$ cat config.mk
export PLATFORM = sky130hd
export DESIGN_NAME = mem_port_arbiter
export DESIGN_NICKNAME = d
export VERILOG_FILES = /design/src/rtl/lc3b_types.sv /design/src/rtl/sat_counter.sv /design/src/rtl/mem_port_arbiter.sv
export SDC_FILE = /design/constraint.sdc
export NUM_CORES = 1
export LEC_CHECK = 0
export BUFFER_PORTS_ARGS = -buffer_cell sky130_fd_sc_hd__buf_2
export CAP_MARGIN = 20
export CORE_AREA = 2 2 101 93
export CTS_CLUSTER_SIZE = 16
export DETAILED_ROUTE_END_ITERATION = 8
export DIE_AREA = 0 0 103 95
export HOLD_SLACK_MARGIN = 0.02
export MAX_ROUTING_LAYER = met4
export PLACE_DENSITY = 0.76
export SYNTH_ARGS = -nofsm -noshare
export SYNTH_HDL_FRONTEND = slang
export SYNTH_SLANG_ARGS = --single-unit
$ cat constraint.sdc
create_clock -name clk -period 1.7 [get_ports clk]
set_input_delay 0.34 -clock clk [delete_from_list [all_inputs] [get_ports clk]]
set_output_delay 0.34 -clock clk [all_outputs]
set_load 0.01 [all_outputs]
$ cat src/rtl/lc3b_types.sv
// Shared LC-3b memory-interface types and the state encoding for the
// instruction/data memory port arbiter.
package lc3b_types;

    typedef logic [15:0] lc3b_word;
    typedef logic [1:0]  lc3b_mem_wmask;

    typedef enum logic [1:0] {
        IDLE    = 2'd0,
        SERVE_I = 2'd1,
        SERVE_D = 2'd2
    } arb_state_t;

    localparam lc3b_mem_wmask FULL_WMASK = 2'b11;

endpackage

$ cat src/rtl/sat_counter.sv
// Free-running up-counter that sticks at all-ones instead of wrapping.
module sat_counter #(
    parameter int unsigned WIDTH = 16
) (
    input  logic             clk,
    input  logic             rst_n,
    input  logic             inc,
    output logic [WIDTH-1:0] count
);

    logic [WIDTH-1:0] count_q;
    logic [WIDTH-1:0] count_d;

    // NOTE: every signal written in always_comb gets a default first, so no path leaves it unassigned and no latch is inferred.
    always_comb begin
        count_d = count_q;
        if (inc && (count_q != '1)) begin
            count_d = count_q + WIDTH'(1);
        end
    end

    // NOTE: sequential state is only ever assigned with <=, so every flop samples pre-edge values regardless of block ordering.
    always_ff @(posedge clk or negedge rst_n) begin
        if (!rst_n) begin
            count_q <= '0;
        end else begin
            count_q <= count_d;
        end
    end

    assign count = count_q;

endmodule

$ cat src/rtl/mem_port_arbiter.sv
// Serialises the pipeline's fetch and data memory ports onto one physical
// word port, with D priority, I anti-starvation and stall statistics.
module mem_port_arbiter
    import lc3b_types::*;
#(
    parameter int unsigned STARVE_LIMIT = 3,
    parameter int unsigned CNT_WIDTH    = 16
) (
    input  logic                 clk,
    input  logic                 rst_n,

    input  logic                 i_mem_read,
    input  lc3b_word             i_mem_address,
    output lc3b_word             i_mem_rdata,
    output logic                 i_mem_resp,

    input  logic                 d_mem_read,
    input  logic                 d_mem_write,
    input  lc3b_word             d_mem_address,
    input  lc3b_word             d_mem_wdata,
    input  lc3b_mem_wmask        d_mem_byte_enable,
    output lc3b_word             d_mem_rdata,
    output logic                 d_mem_resp,

    output logic                 pmem_read,
    output logic                 pmem_write,
    output lc3b_word             pmem_address,
    output lc3b_word             pmem_wdata,
    output lc3b_mem_wmask        pmem_byte_enable,
    input  lc3b_word             pmem_rdata,
    input  logic                 pmem_resp,

    output logic [CNT_WIDTH-1:0] i_stall_count,
    output logic [CNT_WIDTH-1:0] d_stall_count
);

    localparam int unsigned STARVE_W = (STARVE_LIMIT < 1) ? 1 : $clog2(STARVE_LIMIT + 1);
    localparam logic [STARVE_W-1:0] STARVE_MAX = STARVE_W'(STARVE_LIMIT);

    arb_state_t          state_q, state_d;
    logic                pmem_read_q, pmem_read_d;
    logic                pmem_write_q, pmem_write_d;
    lc3b_word            pmem_address_q, pmem_address_d;
    lc3b_word            pmem_wdata_q, pmem_wdata_d;
    lc3b_mem_wmask       pmem_byte_enable_q, pmem_byte_enable_d;
    logic [STARVE_W-1:0] starve_q, starve_d;

    logic i_req;
    logic d_req;
    logic i_forced;

    assign i_req    = i_mem_read;
    assign d_req    = d_mem_read | d_mem_write;
    // With the starve counter at its limit a pending fetch overrides D priority.
    assign i_forced = i_req && (starve_q == STARVE_MAX);

    always_comb begin
        state_d            = state_q;
        pmem_read_d        = pmem_read_q;
        pmem_write_d       = pmem_write_q;
        pmem_address_d     = pmem_address_q;
        pmem_wdata_d       = pmem_wdata_q;
        pmem_byte_enable_d = pmem_byte_enable_q;
        starve_d           = starve_q;

        unique case (state_q)
            IDLE: begin
                if (d_req && !i_forced) begin
                    state_d            = SERVE_D;
                    pmem_address_d     = d_mem_address;
                    pmem_wdata_d       = d_mem_wdata;
                    pmem_byte_enable_d = d_mem_byte_enable;
                    // Read and write together is a write.
                    pmem_write_d       = d_mem_write;
                    pmem_read_d        = ~d_mem_write;
                    if (i_req && (starve_q != STARVE_MAX)) begin
                        starve_d = starve_q + STARVE_W'(1);
                    end
                end else if (i_req) begin
                    state_d            = SERVE_I;
                    pmem_address_d     = i_mem_address;
                    pmem_wdata_d       = '0;
                    pmem_byte_enable_d = FULL_WMASK;
                    pmem_write_d       = 1'b0;
                    pmem_read_d        = 1'b1;
                    starve_d           = '0;
                end
            end
            SERVE_I, SERVE_D: begin
                if (pmem_resp) begin
                    state_d      = IDLE;
                    pmem_read_d  = 1'b0;
                    pmem_write_d = 1'b0;
                end
            end
            default: begin
                state_d      = IDLE;
                pmem_read_d  = 1'b0;
                pmem_write_d = 1'b0;
            end
        endcase
    end

    always_ff @(posedge clk or negedge rst_n) begin
        if (!rst_n) begin
            state_q            <= IDLE;
            pmem_read_q        <= 1'b0;
            pmem_write_q       <= 1'b0;
            pmem_address_q     <= '0;
            pmem_wdata_q       <= '0;
            pmem_byte_enable_q <= '0;
            starve_q           <= '0;
        end else begin
            state_q            <= state_d;
            pmem_read_q        <= pmem_read_d;
            pmem_write_q       <= pmem_write_d;
            pmem_address_q     <= pmem_address_d;
            pmem_wdata_q       <= pmem_wdata_d;
            pmem_byte_enable_q <= pmem_byte_enable_d;
            starve_q           <= starve_d;
        end
    end

    assign pmem_read        = pmem_read_q;
    assign pmem_write       = pmem_write_q;
    assign pmem_address     = pmem_address_q;
    assign pmem_wdata       = pmem_wdata_q;
    assign pmem_byte_enable = pmem_byte_enable_q;

    // Completion is combinational on pmem_resp; a stray pmem_resp in IDLE is dropped.
    assign i_mem_resp  = (state_q == SERVE_I) && pmem_resp;
    assign d_mem_resp  = (state_q == SERVE_D) && pmem_resp;
    assign i_mem_rdata = i_mem_resp ? pmem_rdata : '0;
    assign d_mem_rdata = d_mem_resp ? pmem_rdata : '0;

    sat_counter #(.WIDTH(CNT_WIDTH)) u_i_stall (
        .clk   (clk),
        .rst_n (rst_n),
        .inc   (i_req && !i_mem_resp),
        .count (i_stall_count)
    );

    sat_counter #(.WIDTH(CNT_WIDTH)) u_d_stall (
        .clk   (clk),
        .rst_n (rst_n),
        .inc   (d_req && !d_mem_resp),
        .count (d_stall_count)
    );

endmodule

==> impl_summary.txt, run 1 <==
----------------------------------------------------
[Setup path]
  Reg-to-reg slack, setup ... -0.05 ns
  Kind of critical path ... reg -> out
  Data arrival time of the worst path ... approximately 1.5 ns
  Sort of element at the end of the critical path ... output pin
  Worst stage delay on the critical path ... ~0.43 ns
  Maximum fanout along the worst path ... 8
  Launching point of the worst reg2reg path ... state_q[0]
  Standard cell with the maximum stage delay on the critical path ... dfrtp_1
  Startpoint class of the critical path ... flop
  Sequence of cells on the critical path ... buf_6, ha_4, buf_6, and3_1, buf_2
  Setup crit start ... state_q[0]
  Data required time at the worst endpoint ... between 1 and 1.5 ns
  Worst path most repeated cell ... buf_6

[Route]
  Total via count in the routed design ... about 3500
  Detailed-routing iteration count for the pre-antenna-repair pass ... 4
  Post-route DRC violation count ... 0
  DRC violation total after the first TritonRoute iteration ... 86
  Remaining antenna violation count after routing ... 0
  Final wirelength ... 10700 um
  Average wire per standard cell ... about 15 um
  Vias per cell ... around 5.0

[Placed design]
  IO Port Bufs ... ~170
  Dpl ws ... -0.0150 ns
  Detailed Place HPWL ... roughly 7000 um
  Final Wtd Congestion ... slightly above 0.9

[Synthesis]
  Cell types with the largest area share after synthesis ... dfrtp_1 (50%), and3_1 (7.2%), nand2_1 (6.8%), o21ai_0 (5.6%), mux2i_1 (4.5%)
  Synth Area in Compound Gates ... 9.76%
  Commonest cells post-synth ... dfrtp_1 (72), nand2_1 (65), and3_1 (41), o21ai_0 (40), mux2i_1 (16)
  Mux share of post-synthesis cell area ... 5.42%
  Syn nets ... 439
  Proportion of netlist area held by the largest area contributor ... 50.3%
  Post-synth top area cell ... dfrtp_1
  Average footprint of a synthesized cell ... 9.91 um2
  Number of warnings issued by yosys ... 0
  Post-Synth Adder-Cell Area ... 2.10%
  Dominant register cell in the synthesized netlist ... dfrtp_1
  Sequential cell area fraction in the yosys report ... between 50 and 60%
  Count of state elements after synthesis ... between 70 and 80
  Netlist area before placement ... between 0.003 and 0.004 mm2
  Largest family of logic cells by synthesized area ... simple AND/OR/NAND/NOR gates
  Synthesized netlist cell count ... ~360
  Cell with the most instances after synthesis ... dfrtp_1
  Number of enable flip-flop cells after synthesis ... 0
  Parity-gate share of the synthesized area counting xor and xnor cells ... approximately 6.6%
  Share of synthesized flip-flops with an asynchronous set or reset ... 100%
  Area fraction in and, or, nand and nor cells after synthesis ... 23.5%
  Distinct cell type count after synthesis ... between 40 and 50

[Finish]
  Number of nets in the final layout ... around 650
  Number of antenna cells inserted ... 0
  Synth-to-layout area growth ... 56.1%
  Fraction of layout cells with a size suffix above 1 ... between 40% and 50%

[GRT]
  Wire length of the first global-routing pass ... roughly 15000 um
  Leftover overflow at the end of global routing ... 0
  GRT Total Usage ... approximately a fifth
  Number of antenna violations at the first check in global routing ... 0
  Number of global-route vias before repair ... just over 3000
  Largest net degree at the start of global routing ... 69

[CTS]
  Clock transition at the registers of the reported paths ... approximately 0.080 ns
  Later-pin clock latency in the skew report ... 0.34 ns
  Clock tree from TritonCTS ... built
  Clk sinks ... 72
  Level count of the clock H-tree ... 3
  Largest buffer count on any clock path ... 2
  Cell chosen for the clock root ... clkbuf_8
  Clock buffers created by TritonCTS ... 9

[Status]
  Violated checks ... setup timing
  Status ... finished with violations

[Floorplanning]
  Die width ... ~100 um
  Full die area ... approximately 0.0098 mm2
  I/O pin count ... 174
  Initial cell density of the core ... about two fifths
  Die height ... about 95 um
  Core region area ... 0.00884 mm2
  Row Count ... 33

[Power and ir drop]
  Worst IR Drop VDD ... roughly 0.7 mV
  Static leakage ... just under 0.003 uW
  Cell area power density ... 1450 mW/mm2

[Timing]
  Share of the clock period used by the worst path ... 109%
  Setup repair after global routing missed its margin ... yes
  Peak Freq ... around 0.54 GHz
  Max-slew headroom at the worst pin ... between 60 and 70%
  Sum of negative setup slack ... -3.11 ns
  Clk_skew ... a little over 0.008 ns
  Setup ws final ... -0.146 ns
  Max-slew violations ... 0
  Final count of negative-setup-slack endpoints ... 40
  Clock period minus worst slack ... 1.85 ns
  Count of endpoints failing hold in the final timing report ... 0
  Worst-Margin Slew ... between 0.4 and 0.5 ns

[Job]
  Count of maximum capacitance violations ... 0

[Hold path]
  Worst hold start ... d_mem_wdata[7]
  Hold/Removal Path Class ... in -> reg

----------------------------------------------------
-- cell usage in the layout (no fill, tap or decap), drive strengths merged, types with 2 or more instances in the layout --
master,n
and3,41
mux2i,16
mux2,3
xnor2,14
nor2,9
nand3,11
nand2,66
nor4,5
nand4,7
nor3,8
bufinv,3
xor2,13
clkbuf,11
and2,2
o211ai,2
and4,4
dfrtp,72
a22o,3
a21oi,3
buf,217
o21ai,40
a21o,2
inv,3
ha,6
-- through the flow --
stage / util, % / power (uW) / std cells / area [um2] / hold slack (ns)
floorplan: - / 4410 / 361 / 3590 / 0.0444
global placement: 54.8 / 5670 / 672 / 4840 / 0.300
detailed placement: 54.8 / 5810 / 672 / 4840 / 0.310
CTS: 60.8 / 7890 / 698 / 5370 / 0.209
global route: 63.2 / 8620 / 700 / 5590 / 0.226
finish: 63.2 / 8080 / 700 / 5590 / 0.230
-- metal layers --
layer	share of wire (%)	global-route usage [%]
met3	5.3	4.89
met5	0	-
met2	52	33.0
met1	41	26.1
met4	1.2	4.39
-- worst paths after layout --
path                                       end  cells after the start
max                             i_mem_rdata[3]                      5
min                              pmem_wdata[7]                      3
max reg2reg                          pmem_read                      7
min reg2reg                   pmem_address[13]                      2
max in group asynchronous       pmem_wdata[14]                      3
min in group asynchronous  u_d_stall.count[13]                      2
-- flip-flops by register name (all words and copies together) (netlist names) --
| register | cells |
|---|---|
| starve_q | 2 |
| pmem_wdata | 16 |
| pmem_byte_enable | 2 |
| pmem_read | 1 |
| pmem_write | 1 |
| pmem_address | 16 |
| u_i_stall.count | 16 |
| state_q | 2 |
| u_d_stall.count | 16 |
-- critical path: cells and delay by family (launching register included) --
kind	cells	cell delay [ns]
fa+ha+maj	1	0.18
buf+inv	3	0.42
flops	1	0.43
simple gates	1	0.15
-- cells by family after synthesis --
| family | Yosys count |
|---|---|
| buf+inv | 20 |
| compound gates | 58 |
| fa+ha+maj | 6 |
| xor+xnor | 27 |
| mux | 19 |
| simple gates | 159 |
| flops | 72 |
-- layout make-up --
class	count	area (um2)
inverter	3	11.3
clock inverter	5	103
clock buffer	11	151
multi-input combinational	269	1920
sequential	72	1800
tap	122	153
fill	728	3250
timing repair buffer	218	1440
-- power by group --
| group | internal (uW) | leakage, uW | switching [uW] |
|---|---|---|---|
| clock network | 1050 | 0.000126 | 629 |
| logic | 1750 | 0.00187 | 1920 |
| registers | 2330 | 0.000909 | 397 |
-- what timing repair did --
item	in CTS	in global routing
endpoints found under the hold margin	14	0
setup endpoints to repair	35	47
pin swaps	2	7
hold buffers	1	0
gates resized for setup	42	40
gates cloned	4	0
setup buffers	5	2
No activity file was read; power rests on OpenSTA's default activity.
==> inputs of run 2 (changes only) <==
Settings changed: CORE_AREA 2 2 101 93 to 2 2 107 88, CTS_CLUSTER_SIZE 16 to 28, DIE_AREA 0 0 103 95 to 0 0 109 90.
Clock period 1.7 ns to 1.55 ns, I/O delays scaled along.
==> impl_summary.txt, run 2 (same netlist as run 1, synthesis figures left out) <==
----------------------------------------------------
[Floorplanning]
  Full die area ... 0.00981 mm2 (was 0.00979 mm2)
  Die width ... 109 um (was 103 um)
  Core region area ... 0.00880 mm2 (was 0.00884 mm2)
  Initial cell density of the core ... 40.6% (was 40.5%)
  I/O pin count ... 174 (unchanged)
  Row Count ... 31 (was 33)
  Die height ... 90 um (was 95 um)

[CTS]
  Clock tree from TritonCTS ... built (unchanged)
  Later-pin clock latency in the skew report ... 0.34 ns (about the same)
  Level count of the clock H-tree ... 3 (unchanged)
  Clock transition at the registers of the reported paths ... 0.08 ns (about the same)
  Clock buffers created by TritonCTS ... 9 (unchanged)
  Largest buffer count on any clock path ... 2 (unchanged)
  Clk sinks ... 72 (unchanged)
  Cell chosen for the clock root ... clkbuf_8 (unchanged)

[Timing]
  Final count of negative-setup-slack endpoints ... 61 (was 40)
  Max-slew violations ... 0 (unchanged)
  Peak Freq ... 0.555 GHz
  Clock period minus worst slack ... around 1.8 ns
  Share of the clock period used by the worst path ... 116%
  Setup repair after global routing missed its margin ... yes (unchanged)
  Sum of negative setup slack ... -10.70 ns (was -3.11 ns)
  Count of endpoints failing hold in the final timing report ... 0 (unchanged)
  Max-slew headroom at the worst pin ... 73.5% (was 69.1%)
  Setup ws final ... -0.251 ns (was -0.146 ns)
  Worst-Margin Slew ... 0.397 ns (was 0.463 ns)
  Clk_skew ... 0.00455 ns (was 0.00824 ns)

[Power and ir drop]
  Static leakage ... 0.00303 uW (was 0.00290 uW)
  Total power ... 9340 uW (was 8080 uW)
  Seq pwr share ... 32.9% (was 33.8%)
  Switching power of the nets ... 3520 uW (was 2950 uW)
  Combinational share of power ... 47.8% (was 45.4%)
  Worst IR Drop VDD ... 0.835 mV (was 0.688 mV)
  Design internal power ... 5820 uW (was 5130 uW)
  Cell area power density ... 1540 mW/mm2 (was 1450 mW/mm2)
  Part of the total power dissipated in the clock network ... 19.3% (was 20.8%)
  Net Sw Frac ... 37.7% (was 36.5%)

[Finish]
  Number of nets in the final layout ... 667 (was 651)
  Filler cell count ... 640 (was 728)
  Util after Layout ... 68.7% (was 63.2%)
  Number of antenna cells inserted ... 0 (unchanged)
  Most common library cell in the layout ignoring fill and taps ... buf_2 (unchanged)
  Synth-to-layout area growth ... 68.9% (was 56.1%)
  Final instance count without filler cells ... 709 (was 700)
  Commonest cells after routing, fill and taps aside ... buf_2 (147), dfrtp_1 (67), nand2_1 (65) (was buf_2 (148), dfrtp_1 (71), nand2_1 (65))
  Fraction of layout cells with a size suffix above 1 ... 56.7% (was 49.8%)

[Route]
  Vias per cell ... 5.16 (was 5.04)
  Detailed-routing iteration count for the pre-antenna-repair pass ... 5 (was 4)
  Remaining antenna violation count after routing ... 0 (unchanged)
  Post-route DRC violation count ... 0 (unchanged)
  Average wire per standard cell ... 16.8 um (was 15.2 um)
  Final wirelength ... 11900 um (was 10700 um)
  Total via count in the routed design ... 3658 (was 3525)
  DRC violation total after the first TritonRoute iteration ... 179 (was 86)

[GRT]
  Global route hottest layer ... met2 (unchanged)
  Global Route met2 Usage ... 35.0% (was 33.0%)
  Number of antenna violations at the first check in global routing ... 0 (unchanged)
  Wire length of the first global-routing pass ... 16500 um (was 15000 um)
  GRT Total Usage ... 21.9% (was 20.4%)
  Global-route met1 utilization ... 27.2% (was 26.1%)
  Largest net degree at the start of global routing ... 73 (was 69)
  Met3 routing resource usage after global routing ... 5.87% (was 4.89%)
  Number of global-route vias before repair ... 3346 (was 3042)
  Leftover overflow at the end of global routing ... 0 (unchanged)

[Setup path]
  Startpoint class of the critical path ... flop (unchanged)
  Data arrival time of the worst path ... 1.49 ns (was 1.51 ns)
  Kind of critical path ... reg -> out (unchanged)
  Data required time at the worst endpoint ... 1.24 ns (was 1.36 ns)
  Maximum fanout along the worst path ... 8 (unchanged)
  Sort of element at the end of the critical path ... output pin (unchanged)

[Placed design]
  Dpl ws ... -0.0825 ns (was -0.0150 ns)
  Total placed cells including tap cells ... 681 (was 672)
  Detailed Place HPWL ... 7350 um (was 7160 um)
  Final Wtd Congestion ... 0.878 (was 0.932)
  IO Port Bufs ... 173 (unchanged)

[Job]
  Count of maximum capacitance violations ... 0 (unchanged)

[Status]
  Violated checks ... setup timing (unchanged)
  Status ... finished with violations (unchanged)

[Hold path]
  Hold/Removal Path Class ... in -> reg (unchanged)

----------------------------------------------------
run 2: worst paths after layout:
kind | startpoint | endpoint | slack (ns) | depth (start not counted)
max in group asynchronous | rst_n | u_i_stall.count[1] | 0.71 | 3
min in group asynchronous | rst_n | u_i_stall.count[14] | 0.51 | 3
hold reg to reg | pmem_wdata[2] | pmem_wdata[2] | 0.48 | 2
setup / recovery | state_q[1] | i_mem_rdata[2] | -0.25 | 5
hold / removal | d_mem_wdata[0] | pmem_wdata[0] | 0.20 | 3
setup reg to reg | state_q[0] | u_i_stall.count[9] | -0.24 | 8
run 2: layout make-up:
| class | count | area, um2 | share of cell area [%] |
|---|---|---|---|
| multi-input cells | 269 | 2220 | 36.7 |
| flip-flops and latches | 72 | 1810 | 29.9 |
| well taps | 115 | 144 | 2.38 |
| inverters | 3 | 11.3 | 0.186 |
| repair buffers | 234 | 1620 | 26.7 |
| clock buffers | 9 | 124 | 2.05 |
| clock inverters | 7 | 120 | 1.99 |
run 2: layer usage:
layer  up-vias  share of wire [%]  wire [um]
met5         -                  0          0
met4         0                1.3        155
met3        12                5.4        643
met2       137                 50       5970
met1      1780                 43       5120
li1       1729                  -          -
run 2: timing repair:
| item | 4_1_cts | 5_1_grt |
|---|---|---|
| hold endpoints to repair | 72 | 0 |
| hold buffers | 1 | 0 |
| resized for setup | 25 | 102 |
| pin swaps | 9 | 25 |
| buffers inserted | 4 | 4 |
| gates cloned | 1 | 2 |
| setup endpoints to repair | 42 | 69 |
run 2: worst max-delay path: stages, from the launching register on:
cell and delay [ns]:
dfrtp_1 0.42, inv_2 0.11, ha_4 0.18, clkbuf_16 0.16, and3_4 0.18, buf_6 0.10
run 2: power by group through the flow:
stage	registers [uW]	logic, uW	clock network (uW)
after global placement	3020	3470	0
after CTS	3040	3780	1850
after global routing	3160	4850	1920
after detailed placement	3050	3570	0
final	3070	4460	1810
after floorplan	3370	1570	0
run 2: metrics by stage:
stage	hold WS (ns)	instance area, um2
CTS	0.181	5460
floorplan	0.0144	3680
global placement	0.368	5040
global route	0.186	6040
detailed placement	0.372	5040
finish	0.202	6040
